===== src/rtl/proc_mem_bridge.sv =====
// Processor-to-memory bridge: queues requests in a small FIFO and issues them one at a time
// to a fixed-latency synchronous memory, returning read data with a one-cycle response pulse.
module proc_mem_bridge #(
  parameter int unsigned ADDR_W  = 14,
  parameter int unsigned WDATA_W = 16,
  parameter int unsigned RDATA_W = 8,
  parameter int unsigned DEPTH   = 4,
  parameter int unsigned MEM_LAT = 2
) (
  input  logic               clk,
  input  logic               reset_n,
  input  logic               cs,
  input  logic               read_req,
  input  logic               write_req,
  input  logic [ADDR_W-1:0]  addrout,
  input  logic [WDATA_W-1:0] datatomem,
  output logic               req_ready,
  output logic               mem_resp,
  output logic [RDATA_W-1:0] datafrommem,
  output logic               err_pulse,
  output logic               busy,
  output logic               mem_en,
  output logic               mem_we,
  output logic [ADDR_W-1:0]  mem_addr,
  output logic [WDATA_W-1:0] mem_wdata,
  input  logic [RDATA_W-1:0] mem_rdata
);

  localparam int unsigned PtrW = $clog2(DEPTH);
  localparam int unsigned CntW = $clog2(MEM_LAT + 1);

  localparam logic [PtrW:0]   Full    = (PtrW + 1)'(DEPTH);
  localparam logic [PtrW:0]   CntOne  = (PtrW + 1)'(1);
  localparam logic [PtrW-1:0] PtrOne  = PtrW'(1);
  localparam logic [CntW-1:0] Lat     = CntW'(MEM_LAT);
  localparam logic [CntW-1:0] LatOne  = CntW'(1);

  localparam logic [0:0] StIdle = 1'b0;
  localparam logic [0:0] StWait = 1'b1;

  logic               fifo_we    [DEPTH];
  logic [ADDR_W-1:0]  fifo_addr  [DEPTH];
  logic [WDATA_W-1:0] fifo_wdata [DEPTH];

  logic [PtrW-1:0] rd_ptr_q, wr_ptr_q;
  logic [PtrW:0]   count_q, count_d;
  logic [0:0]      state_q, state_d;
  logic [CntW-1:0] cnt_q, cnt_d;

  logic push, pop, last, illegal, has_head;

  assign req_ready = (count_q != Full);
  assign push      = cs & (read_req ^ write_req) & req_ready;
  assign illegal   = cs & read_req & write_req;
  assign has_head  = (count_q != '0);
  assign last      = (state_q == StWait) && (cnt_q == LatOne);
  // A new head may issue from IDLE or on the very edge the current transaction completes.
  assign pop       = has_head && ((state_q == StIdle) || last);
  assign busy      = has_head || (state_q == StWait);

  always_comb begin
    state_d = state_q;
    cnt_d   = cnt_q;
    if (pop) begin
      state_d = StWait;
      cnt_d   = Lat;
    end else if (state_q == StWait) begin
      cnt_d = cnt_q - LatOne;
      if (last) begin
        state_d = StIdle;
      end
    end
  end

  always_comb begin
    count_d = count_q;
    if (push && !pop) begin
      count_d = count_q + CntOne;
    end else if (pop && !push) begin
      count_d = count_q - CntOne;
    end
  end

  // Storage needs no reset: entries are only read once the count says they were written.
  always_ff @(posedge clk) begin
    if (push) begin
      fifo_we[wr_ptr_q]    <= write_req;
      fifo_addr[wr_ptr_q]  <= addrout;
      fifo_wdata[wr_ptr_q] <= datatomem;
    end
  end

  always_ff @(posedge clk or negedge reset_n) begin
    if (!reset_n) begin
      state_q     <= StIdle;
      cnt_q       <= '0;
      count_q     <= '0;
      rd_ptr_q    <= '0;
      wr_ptr_q    <= '0;
      mem_en      <= 1'b0;
      mem_we      <= 1'b0;
      mem_addr    <= '0;
      mem_wdata   <= '0;
      mem_resp    <= 1'b0;
      datafrommem <= '0;
      err_pulse   <= 1'b0;
    end else begin
      state_q   <= state_d;
      cnt_q     <= cnt_d;
      count_q   <= count_d;
      mem_en    <= pop;
      mem_resp  <= last;
      err_pulse <= illegal;
      if (push) begin
        wr_ptr_q <= wr_ptr_q + PtrOne;
      end
      if (pop) begin
        rd_ptr_q  <= rd_ptr_q + PtrOne;
        mem_we    <= fifo_we[rd_ptr_q];
        mem_addr  <= fifo_addr[rd_ptr_q];
        mem_wdata <= fifo_wdata[rd_ptr_q];
      end
      // mem_we still describes the completing transaction here; a same-edge reissue
      // only overwrites it after this sample.
      if (last && !mem_we) begin
        datafrommem <= mem_rdata;
      end
    end
  end

endmodule

===== config.mk =====
export PLATFORM = sky130hd
export DESIGN_NAME = proc_mem_bridge
export DESIGN_NICKNAME = d
export VERILOG_FILES = /design/src/rtl/proc_mem_bridge.sv
export SDC_FILE = /design/constraint.sdc
export NUM_CORES = 1
export LEC_CHECK = 0
export BUFFER_PORTS_ARGS = -buffer_cell sky130_fd_sc_hd__buf_4
export CORE_UTILIZATION = 50
export DETAILED_ROUTE_END_ITERATION = 10
export PLACE_DENSITY = 0.78
export SETUP_SLACK_MARGIN = 0.1
export SLEW_MARGIN = 15
export SYNTH_ARGS = -nofsm -noshare
export SYNTH_HDL_FRONTEND = slang
export SYNTH_SLANG_ARGS = --single-unit

===== constraint.sdc =====
create_clock -name clk -period 2.25 [get_ports clk]
set_input_delay 0.3375 -clock clk [delete_from_list [all_inputs] [get_ports clk]]
set_output_delay 0.3375 -clock clk [all_outputs]
set_load 0.05 [all_outputs]

# [After elaboration in Yosys (flattened, before gate mapping)]
# Memory sizes are Yosys's and may differ from the RTL's. A register that Yosys moved wholly into a read port is not among the register bits.
# Index checks and enable logic that the tools add are counted.
[totals] ramBits=124 reg_bits=21 wordCells=50 memories=3 out_inout_bits=44
[op_classes] n_bitwise=6 eq_ne=2 reduce_logical=16 mux=9 addsub=5
[memory_table] name="fifo_wdata" words=4 width=16 read_ports=1 rd_clocked_by_memory_dff=1 write_ports=1 line="43" rtl="logic [WDATA_W-1:0] fifo_wdata [DEPTH];"
[memory_table] name="fifo_addr" words=4 width=14 read_ports=1 rd_clocked_by_memory_dff=1 write_ports=1 line="42" rtl="logic [ADDR_W-1:0] fifo_addr [DEPTH];"
[memory_table] name="fifo_we" words=4 width=1 read_ports=1 rd_clocked_by_memory_dff=1 write_ports=1 line="41" rtl="logic fifo_we [DEPTH];"
[op_table] cell="logical NOT 1 bit" n=6
[op_table] cell="two-way mux 3 bit" n=2
[op_table] cell="logical AND 1 bit" n=5
[op_table] cell="two-way mux 1 bit" n=5
[op_table] cell="adder 2 x 1 -> 2 bit (second input constant)" n=2
[op_table] cell="AND 1 bit" n=4
[op_table] cell="two-way mux 2 bit" n=2
[op_table] cell="nonzero test 2 bit" n=2
[op_table] cell="adder 3 x 1 -> 3 bit (second input constant)" n=1
[op_table] cell="inequality test 3 bit (second input constant)" n=1
[op_table] cell="nonzero test 3 bit" n=1
[op_table] cell="subtractor 3 x 1 -> 3 bit (second input constant)" n=1
[op_table] cell="equality test 2 x 1 -> 1 bit (second input constant)" n=1
[op_table] cell="logical OR 1 bit" n=2
[op_table] cell="subtractor 2 x 1 -> 2 bit (second input constant)" n=1
[op_table] cell="inverter 1 bit" n=1
[op_table] cell="bitwise XOR 1 bit" n=1

# [Logic depth before layout (Yosys ltp)]
[logic_depth] depth_word=7 depth_mapped=13 ltp_nobuf=11

# [Least setup slack after synthesis]
# OpenSTA, ideal clock, no wires.
[synth_timing] path_kind="reg2reg" startpoint="register count_q[1]" endpoint="register count_q[1]" synth_period_minus_slack_ns=2.429 arrival_ns=2.304 setup_time_ns=0.125 slack_ns=-0.179 path_buffers=1 required_time_ns=2.125 path_stages_with_launch=8 cell_sequence="dfrtp_1 > or3b_2 > and3_1 > buf_6 > ha_1 > inv_1 > fa_1 > mux2_2"
[synth_between] word_cells_on_any_way=13
[synth_rtl] item="start: declaration" line="46" rtl="logic [PtrW:0] count_q, count_d;"
[synth_rtl] item="start signal: assignment" line="110" rtl="count_q <= count_d;"
[synth_rtl] item="inequality test 3 bit" line="52" rtl="assign req_ready = (count_q != Full);"
[synth_rtl] item="named net req_ready" line="17" rtl="output logic req_ready,"
[synth_rtl] item="AND 1 bit" line="53" rtl="assign push = cs & (read_req ^ write_req) & req_ready;"
[synth_rtl] item="named net push" line="50" rtl="logic push, pop, last, illegal, has_head;"
[synth_rtl] item="logical AND 1 bit" line="77" rtl="if (push && !pop) begin"
[synth_rtl] item="two-way mux 3 bit" line="77"
[synth_rtl] item="named net count_d[1]" line="46"
# The timed path passes the listed nets, and every way through them passes these cells. The select of a mux whose other input is x is not followed.
# A chain may end at the register's enable or synchronous reset.

# [Worst setup path after layout]
[layout_timing] startpoint="register count_q[0]" endpoint="output busy"
[layout_between] elab_chain_len=2
[layout_lines] item="nonzero test 3 bit" line="55" rtl="assign has_head = (count_q != '0);"
[layout_lines] item="logical OR 1 bit" line="59" rtl="assign busy = has_head || (state_q == StWait);"
[layout_lines] item="end: declaration" line="21" rtl="output logic busy,"
# Every way passes these cells.

==> out/results.txt <==
Setup repair after global routing could not meet its margin everywhere. The worst-path maximum fanout came out at 6. The critical path is of the reg2out type.

The net count of the finished layout is 450. Dividing total power by cell area gives a power density of 1491 mW/mm². The tools report the antenna diode instance count as 0.

Number of global-route vias before repair: 3,324. Library cell contributing the largest single delay on the critical path: sky130_fd_sc_hd__dfrtp_2. In this run the remaining antenna-violating nets after routing total 0.

The worst setup path is launched from a flip-flop. The die area is 0.01389 mm², and the final-report hold violation count is 0. TritonCTS created 17 clock buffers. Hold timing on the final database bottoms out at a slack of 116.2 ps. The tools report the worst-case vdd ir drop as 0.6286 mV. The horizontal die dimension works out to 117.8 µm.

Dividing the detail-routed via count by the number of cells gives 5.373. The total of buffers placed on input and output ports came out at 86. The overall power was 12,190 µW.

The flow ran to the end, and the final reports show no timing, DRC or antenna violations. Summed over all instances, the cell type with the most area after synthesis is sky130_fd_sc_hd__edfxtp_1. Setup violations remaining at the end of the flow were counted as 0.

No sink is reached through more buffers than the 2 on the longest clock path. The initial antenna violation count was 0; the clock transition at the registers of the reported paths was 60 ps. Routability-driven placement finished with a final weighted congestion of 0.6901. The starting density of the core is 52.11%. The clock tree root buffer cell was sky130_fd_sc_hd__clkbuf_16.

The core region is 0.01288 mm². Sequential cells were found to cover 74.88% of the synthesized design area. The global-route wire length before repair is 18,330 µm, and the mean area per synthesized cell is 22.29 µm². The later pin in the worst-skew pair is clocked with a latency of 420 ps. The residual DRC count came out at 0.

For this run, the detailed router's first-pass iteration total came to 4. For the final database, setup skew stands at 10.15 ps. The count of buffering cells on the critical path with inverters included came out at 1.

The signal on the critical path passes through or3_4 > or2_2 > buf_4. The run gives 176 as the starting DRC count in detailed routing. For the gate count of the mapped netlist, the log shows 301. The actual transition at the worst max-transition pin was 853.5 ps; the H-tree depth reported by CTS was 4.

After detailed routing, the total wire length is 11,490 µm. The floorplan has 41 rows. For the net count of the mapped netlist, the log shows 351. TritonCTS built the clock tree. The endpoint type of the worst setup path is an output port.

In this run the biggest area consumer among cell types represents 55.49% of the synthesized area. In the final layout, the share of cells above drive strength 1 is 50.85%. The overall fraction of global-route tracks in use was 18.08%; the layout overhead on the synthesized area was 21.85%. Static timing analysis puts the maximum clock frequency at 484.7 MHz. Path category of the worst min-delay check: in2reg.

The die outline height came out at 117.8 µm. At the placement stage, the worst setup path has a slack of 126.1 ps. The post-synthesis cell area was 0.006710 mm². The post-detailed-route wirelength per cell was 19.64 µm. Unique cell type count in the Yosys netlist: 28. Family of cells with the greatest summed delay on the critical path: simple AND/OR/NAND/NOR gates.

The data arrival time at the worst-slack endpoint is 1730 ps, and the total number of clock tree sinks is 176. The final critical path time including I/O delays and setup works out to 2063 ps. Sorting the synthesized cells by area gives the leading types as sky130_fd_sc_hd__edfxtp_1 (55%), sky130_fd_sc_hd__dfrtp_1 (19%), sky130_fd_sc_hd__mux4_2 (10%). Share of the cycle needed by the critical path after routing: 91.70%. The logs give 186.7 ps for the final worst setup slack and 0 for the overflow left after global routing. For this block, the via count after detailed routing is 3,143.

Summed over all cells, the static leakage comes to 0.003071 µW. The number of pins with negative max-slew slack in the final report came out at 0. In this run the tightest slew margin relative to its limit is 43.10%.

Entering global routing, the biggest net connects 53 pins. The HPWL after detailed placement is 6542 µm. The count of state elements after synthesis works out to 176. STA puts the critical path data required time at 1910 ps.

During synthesis, Yosys emitted a total of 0 warnings. The tool flagged a number of max-cap violations equal to 0. The critical path's largest stage delay is 430 ps, and the number of fill cells in the layout is 858.

87 I/O pins were placed.
[metal layers]
| metal | global-route usage [%] | vias up | wire length [µm] |
|---|---|---|---|
| met4 | 8.333 | 0 | 246 |
| met3 | 4.360 | 21 | 684 |
| li1 | - | 1374 | - |
| met1 | 24.07 | 1626 | 4806 |
| met5 | 0 | - | 0 |
| met2 | 28.31 | 122 | 5751 |
[placed cells by master (no fill, tap or decap), types with 2 or more instances in the layout]
master and n:
sky130_fd_sc_hd__dfrtp_2 3, sky130_fd_sc_hd__bufinv_16 4, sky130_fd_sc_hd__clkinvlp_4 5, sky130_fd_sc_hd__nand2b_1 3
sky130_fd_sc_hd__clkbuf_16 17, sky130_fd_sc_hd__a21oi_1 2, sky130_fd_sc_hd__and2_2 3, sky130_fd_sc_hd__and2_4 2
sky130_fd_sc_hd__mux4_2 31, sky130_fd_sc_hd__mux2_4 27, sky130_fd_sc_hd__buf_4 91, sky130_fd_sc_hd__xor2_1 4
sky130_fd_sc_hd__mux2_2 14, sky130_fd_sc_hd__ha_1 5, sky130_fd_sc_hd__dfrtp_1 49, sky130_fd_sc_hd__nor2_1 2
sky130_fd_sc_hd__xnor2_1 4, sky130_fd_sc_hd__inv_1 3, sky130_fd_sc_hd__clkinv_2 2, sky130_fd_sc_hd__clkinv_1 2
sky130_fd_sc_hd__edfxtp_1 124
[registers in the layout, indices dropped and copies added (netlist names), 2 cells and up]
register     cells
datafrommem      8
wr_ptr_q         2
count_q          3
mem_wdata       16
cnt_q            2
rd_ptr_q         2
fifo_addr       56
mem_addr        14
fifo_we          4
fifo_wdata      64
[kinds of logic (layout without fill, tap and decap cells)]
family / count (synthesis) / count (layout) / synth area share [%]
simple gates: 18 / 18 / 1.715
mux: 72 / 72 / 18.80
compound gates: 2 / 2 / 0.1492
buf+inv: 18 / 130 / 1.995
flops: 176 / 176 / 74.88
xor+xnor: 8 / 8 / 1.044
fa+ha+maj: 7 / 7 / 1.417
[what timing repair did]
action,in CTS,in global routing
buffers inserted,0,1
resized for setup,0,4
endpoints found under the hold margin,52,0
endpoints found under the setup margin,0,65
hold buffers,1,0
[where the power goes]
| group | internal [µW] | switching [µW] |
|---|---|---|
| logic | 1970 | 2540 |
| clock network | 1850 | 1180 |
| registers | 4240 | 414 |
| total | 8050 | 4140 |
[area by class of cell]
class	count	area [µm²]	share of cell area, %
timing repair buffer	93	713.2	8.722
clock inverter	15	192.7	2.357
multi-input combinational	107	1580	19.33
inverter	5	21.27	0.2601
tap	172	215.2	2.632
clock buffer	17	425.4	5.203
sequential	176	5029	61.50
[cells in the mapped netlist, drive strengths merged]
library cell and count:
ha 6, fa 1, mux2 41, or3 1
inv 5, xnor2 4, clkbuf 1, nor3 1
nor2 2, a21oi 2, or3b 1, mux4 31
xor2 4, or2 1, nand3 1, edfxtp 124
nand2b 3, and3 2, and2 6, buf 12
dfrtp 52
[worst paths after layout]
check / slack [ps] / startpoint / end / cells past startpoint
min in group asynchronous: 510 / reset_n / mem_addr[8] / 2
worst max-delay path: 190 / count_q[0] / busy / 3
worst min register to register: 500 / count_q[2] / count_q[2] / 1
worst min-delay path: 120 / addrout[13] / fifo_addr[3][13] / 1
worst max register to register: 190 / count_q[1] / count_q[1] / 6
max in group asynchronous: 1230 / reset_n / rd_ptr_q[1] / 2
[stage by stage]
stage               TNS (ps)  cells  utilization [%]  area [µm²]
global placement           0    551            58.51        7533
CTS                        0    584            63.39        8162
finish                     0    585            63.50        8177
global route               0    585            63.50        8177
detailed placement         0    551            58.51        7533
floorplan             -10.93    301                -        6739
[worst reg2reg max path, cell delays in order, from the launching register on]
cell and delay, ps:
sky130_fd_sc_hd__dfrtp_1 420, sky130_fd_sc_hd__or3b_4 410, sky130_fd_sc_hd__and3_4 200, sky130_fd_sc_hd__ha_4 170
sky130_fd_sc_hd__inv_2 50, sky130_fd_sc_hd__fa_2 420, sky130_fd_sc_hd__mux2_2 270
No activity file was read; power rests on OpenSTA's default activity.
